**src/rtl/data_case_router.sv**
```systemverilog
// data_case_router: first-match key dispatch of a valid/ready stream onto NUM branches plus a default, with saturating per-branch hit counters
module data_case_router #(
  parameter int DSIZE = 8,
  parameter int KSIZE = 8,
  parameter int NUM   = 4,
  parameter int ITEMS = 2,
  parameter int CSIZE = 16
) (
  input  logic                        clock,
  input  logic                        rst_n,
  input  logic [NUM*ITEMS*KSIZE-1:0]  match_table,
  input  logic [NUM*ITEMS-1:0]        match_en,
  input  logic                        s_valid,
  input  logic [DSIZE-1:0]            s_data,
  output logic                        s_ready,
  output logic [NUM:0]                m_valid,
  output logic [DSIZE-1:0]            m_data,
  input  logic [NUM:0]                m_ready,
  input  logic                        cnt_clr,
  output logic [(NUM+1)*CSIZE-1:0]    hit_cnt
);
  localparam int SW = $clog2(NUM + 1);
  logic [KSIZE-1:0] key;
  logic [NUM-1:0]   hit;
  logic [SW-1:0]    sel;
  logic [NUM:0]     onehot;
  logic             accept;
  logic             deliver;
  assign key     = s_data[KSIZE-1:0];
  assign deliver = |(m_valid & m_ready);
  assign s_ready = rst_n & (~|m_valid | deliver);
  assign accept  = s_valid & s_ready;
  assign onehot  = (NUM+1)'(1) << sel;
  // lowest matching branch wins; no hit falls through to the default branch
  always_comb begin
    hit = '0;
    for (int b = 0; b < NUM; b++)
      for (int i = 0; i < ITEMS; i++)
        if (match_en[b*ITEMS+i] && match_table[(b*ITEMS+i)*KSIZE +: KSIZE] == key) hit[b] = 1'b1;
    sel = SW'(NUM);
    for (int b = NUM - 1; b >= 0; b--)
      if (hit[b]) sel = SW'(b);
  end
  always_ff @(posedge clock or negedge rst_n)
    if (!rst_n) begin
      m_valid <= '0;
      m_data  <= '0;
    end else if (accept) begin
      m_valid <= onehot;
      m_data  <= s_data;
    end else if (deliver) m_valid <= '0;
  always_ff @(posedge clock or negedge rst_n)
    if (!rst_n) hit_cnt <= '0;
    else
      for (int b = 0; b <= NUM; b++)
        if (cnt_clr) hit_cnt[b*CSIZE +: CSIZE] <= '0;
        else if (m_valid[b] && m_ready[b] && !(&hit_cnt[b*CSIZE +: CSIZE]))
          hit_cnt[b*CSIZE +: CSIZE] <= hit_cnt[b*CSIZE +: CSIZE] + CSIZE'(1);
endmodule

```
**config.mk**
```make
export PLATFORM = sky130hd
export DESIGN_NAME = data_case_router
export DESIGN_NICKNAME = d
export VERILOG_FILES = /design/src/rtl/data_case_router.sv
export SDC_FILE = /design/constraint.sdc
export NUM_CORES = 1
export LEC_CHECK = 0
export ABC_AREA = 1
export BUFFER_PORTS_ARGS = -buffer_cell sky130_fd_sc_hd__buf_2
export CORE_MARGIN = 3
export CORE_UTILIZATION = 56
export DETAILED_ROUTE_END_ITERATION = 12
export GPL_TIMING_DRIVEN = 0
export PLACE_DENSITY = 0.95
export SETUP_SLACK_MARGIN = 0.3
export SLEW_MARGIN = 30
export SYNTH_ARGS = -nofsm -noshare
export SYNTH_HDL_FRONTEND = slang
export SYNTH_SLANG_ARGS = --single-unit
```
**constraint.sdc**
```tcl
create_clock -name clock -period 3.3 [get_ports clock]
set_clock_uncertainty 0.15 [all_clocks]
set_input_delay 0.165 -clock clock [delete_from_list [all_inputs] [get_ports clock]]
set_output_delay 0.165 -clock clock [all_outputs]
set_load 0.005 [all_outputs]
```
======== Yosys cells after proc, flatten, opt, wreduce, memory -nomap -nowiden ========
Cells that the tools add are included.
cells by class
  equal/unequal tests ..................... 8
  reduce and logical (&&, ||, !) cells .... 37
  shift-type cells ........................ 1
  mux-type cells .......................... 24
  add/sub/neg operators ................... 5
  bitwise logic cells ..................... 4
operators with widths
  kind                                              count
  2-to-1 mux 16 bit                                 10
  adder 16 x 1 -> 16 bit (second input constant)    5
  AND reduction 16 bit                              5
  == test 8 bit                                     8
  logical AND 1 bit                                 18
  2-to-1 mux 3 bit                                  4
  nonzero test 2 bit                                6
  2-to-1 mux 5 bit                                  2
  OR reduction 5 bit                                2
  2-to-1 mux 1 bit                                  8
  zero test 1 bit                                   6
  AND 5 bit                                         1
  left shift 1 x 3 -> 5 bit (first input constant)  1
  AND 1 bit                                         2
  OR 1 bit                                          1
word-level totals
  bits of input ports ..................... 89
  register bits after elaboration ......... 93

======== Logic depth before layout (Yosys ltp) ========
  word-level depth ........................ 10
  depth in mapped cells ................... 12
  mapped depth without buffers ............ 11

======== Least setup slack after synthesis ========
No wires, ideal clock.
  kind .................................... flip-flop to flip-flop
  start point ............................. register hit_cnt[0]
  end point ............................... register hit_cnt[12]
  path buffers ............................ 1
  arrival ................................. 1538 ps
  library setup time ...................... 118 ps
  clock period less this slack ............ 1806 ps
  setup slack ............................. 1494 ps
  data required time ...................... 3032 ps
  stages on the path, launching flop included .. 10
  cells stage by stage .................... dfrtp_1 -> ha_1 -> nand3_1 -> nor3_2 -> nand3_2 -> nand2_4 -> nand2_4 -> buf_6 -> nand2_1 -> o21ai_2
between the ends
  longest elaborated chain between the ends .. 4
  elaborated cells on any way between the ends .. 7
ends and longest elaborated chain
  item                                                            RTL line  RTL
  start: declaration                                              20        output logic [(NUM+1)*CSIZE-1:0] hit_cnt
  start signal: indexed assignment                                58        hit_cnt[b*CSIZE +: CSIZE] <= hit_cnt[b*CSIZE +: CSIZE] + CSIZE'(1);
  branches (longest 4 deep; another with adder 16 x 1 -> 16 bit)  n/a
Parallel ways; which one is timed is not known. The select of a mux whose other input is x is not followed.
A chain may end at the register's enable or synchronous reset.

======== Worst setup path after layout ========
  start point ............................. register hit_cnt[0]
  end point ............................... register hit_cnt[11]
The elaborated chain is that of the path after synthesis.

==> impl_metrics.ini <==
[cts]
clk_root_buffer_cell = clkbuf_16
tritoncts = yes
clk_latency_ns = 0.34
post_cts_buffers = 0
cts_sinks = 93
numCtsBuffers = 9
cts.clk_slew.worst_paths_ns = 0.07
htree_num_levels = 3
clock_path_buffers = 2

[status]
status = completed

[sta]
tightestPinTransition_ns = 0.813
finalSetupViolations = 0
period_share = 0.642
tns_ns = 0
rsz0062_at_grt = false
min_period_ns = 2.12
finalMaxSlewViolations = 0
max-slew-margin-rel = 0.458
fmaxAchievable_mhz = 472
finalHoldViolations = 0

[pwr]
switchingPower_uw = 909
seq_power_share = 0.429
switching_share = 0.306
irDropWorstVdd_uv = 348
intPower_uw = 2060
leakage_uw = 0.00427
clkPwrFrac = 0.364
combPwrFrac = 0.207
p_per_area_nw_per_um2 = 372

[synthesis]
synth_top_area_frac = 0.353
yosys_warnings = 0
syn-num-nets = 1104
synthTopCellsByArea = dfrtp_1 35%, nand2_1 17%, inv_1 8.3%, nor2_1 7.1%, nand3_1 6.0%
synth_edf_count = 0
netlist_area_um2 = 6590
yosys.area.top_type = dfrtp_1
ys_seq_area_frac = 0.353
synth_seq_cells = 93
synth_cells = 1010
yosys.cell_count.top_type = nand2_1
yosys_most_used_dff = dfrtp_1
ys_top_cells_by_count = 293 x nand2_1, 145 x inv_1, 124 x nor2_1
async_flop_share = 1.00
ys_types = 35
syn_area_per_cell_um2 = 6.52

[placement]
gp_congestion = 0.970
dp_hpwl_mm = 15.0
placed_cells = 1326
io_buffer_count = 175

[finish]
fin_cells = 1343
n_fill_cell = 885
antenna_cells = 0
fin_nets = 1292
drive_gt1_frac = 0.200
syn2layout_area_growth_pct = 21.3

[setup_path]
start_kind = flip-flop
end_kind = flip-flop
rr_worst_depth = 9
required_ns = 3.39
path_class = flip-flop to flip-flop
arrival_ns = 2.20
cp_max_fo = 10

[hold_path]
hp-class = input pin to flip-flop
hold_depth = 5

[floorplan]
die_y_um = 114
num_rows = 38
core_area_um2 = 11200
initial_core_util = 0.590
dieArea_um2 = 13100
ioPinCount = 183
die_w_um = 114

[detailed_routing]
drtPass1Iterations = 6
drtAntennaViolNets = 0
drt-initial-drc-count = 940
drc = 0
via_count = 7554
wl_per_cell_um = 14.9
viasPerCell = 5.62
wirelength_mm = 20.0

[flow_run]
max-cap-violations = 0

[grt]
grt_pass1_wl_mm = 32.3
overflow = 0
grt_max_degree = 60
grt_usage = 0.304
first_global_vias = 6794
antenna_found_initial = 0
## routing by layer
metal,wire [um],part of all wire,vias up,track usage
met2,9480,0.47,475,0.493
li1,-,-,3592,-
met4,616,0.031,0,0.111
met1,7880,0.39,3426,0.409
met3,2060,0.10,61,0.0518
met5,0,0,-,0
## cell usage in the layout, fill, tap and decap left out, types with 2 or more instances in the layout
| master | synthesis | routed |
|---|---|---|
| a21boi_0 | 5 | 5 |
| a21oi_1 | 24 | 24 |
| buf_2 | 12 | 186 |
| buf_4 | 4 | 4 |
| buf_6 | 3 | 4 |
| clkbuf_1 | 6 | 6 |
| clkbuf_16 | 0 | 9 |
| clkinv_4 | 0 | 2 |
| dfrtp_1 | 93 | 93 |
| ha_1 | 5 | 5 |
| inv_1 | 145 | 145 |
| inv_2 | 4 | 4 |
| nand2_1 | 293 | 293 |
| nand2_2 | 2 | 2 |
| nand2_4 | 4 | 4 |
| nand3_1 | 79 | 79 |
| nand3_2 | 2 | 2 |
| nand3b_1 | 6 | 6 |
| nand4_1 | 30 | 30 |
| nor2_1 | 124 | 124 |
| nor3_1 | 39 | 39 |
| nor3_2 | 3 | 3 |
| nor3b_1 | 2 | 2 |
| o21ai_0 | 52 | 52 |
| o21ai_1 | 13 | 13 |
| o21ai_2 | 11 | 11 |
| o31ai_1 | 4 | 4 |
| or2_2 | 2 | 2 |
| xnor2_1 | 4 | 4 |
| xor2_1 | 32 | 32 |
## sequential cells by signal (all words and copies together) (netlist names)
register,flops
hit_cnt,80
m_data,8
m_valid,5
## cell type report
type	count	area [um2]	area share
Clock inverter	6	71.3	0.00892
Multi-Input combinational cell	742	3550	0.444
Buffer	25	146	0.0183
Timing Repair Buffer	177	920	0.115
Clock buffer	10	239	0.0299
Tap cell	140	175	0.0219
Sequential cell	93	2330	0.291
Inverter	150	563	0.0704
## worst max-delay path, cell delays in order, from the launching register on
cell,delay [ns]
dfrtp_1,0.48
ha_1,0.23
nand3_1,0.17
nor3_2,0.22
nand3_2,0.17
nand2_4,0.16
nand2_4,0.11
buf_6,0.18
nand2_1,0.08
nand2_1,0.05
## power by group through the flow
| stage | registers (uW) | logic, uW | clock network, uW |
|---|---|---|---|
| floorplan | 1300 | 330 | 0 |
| global placement | 1290 | 586 | 0 |
| detailed placement | 1290 | 607 | 0 |
| CTS | 1280 | 613 | 1090 |
| global route | 1290 | 684 | 1150 |
| finish | 1280 | 614 | 1080 |
## repair_timing
action,CTS,global route
hold endpoints to repair,93,0
hold buffers,1,0
endpoints found under the setup margin,0,0
gates resized for setup,0,0
## cells by family after synthesis
group / after synthesis / share of synthesized area
AND/OR/NAND/NOR: 589 / 0.386
XOR/XNOR: 36 / 0.0478
flip-flops: 93 / 0.353
adder cells (fa/ha/maj): 5 / 0.00949
AO/OA/AOI/OAI: 112 / 0.0961
buffers and inverters: 175 / 0.108
## stage by stage
step | setup WS (ns) | hold slack (ns) | utilization | instance area (um2) | power, uW
2_1_floorplan | 1.49 | -0.281 | - | 6590 | 1630
3_3_place_gp | 0.235 | 0.313 | 0.684 | 7640 | 1880
3_5_place_dp | 1.21 | -0.0642 | 0.687 | 7670 | 1900
4_1_cts | 1.20 | 0.0365 | 0.716 | 8000 | 2980
5_1_grt | 1.06 | 0.0619 | 0.716 | 8000 | 3120
6_report | 1.18 | 0.0363 | 0.716 | 8000 | 2970
## worst paths after layout
check	slack (ns)	from	end
min	0.04	s_valid	m_valid[4]
max in group asynchronous	2.27	rst_n	hit_cnt[20]
min reg2reg	0.33	m_data[1]	m_data[1]
max reg2reg	1.18	hit_cnt[0]	hit_cnt[11]
max	1.18	hit_cnt[0]	hit_cnt[11]
min in group asynchronous	0.13	rst_n	hit_cnt[40]
Note: power is estimated with default switching activity, not from simulation.
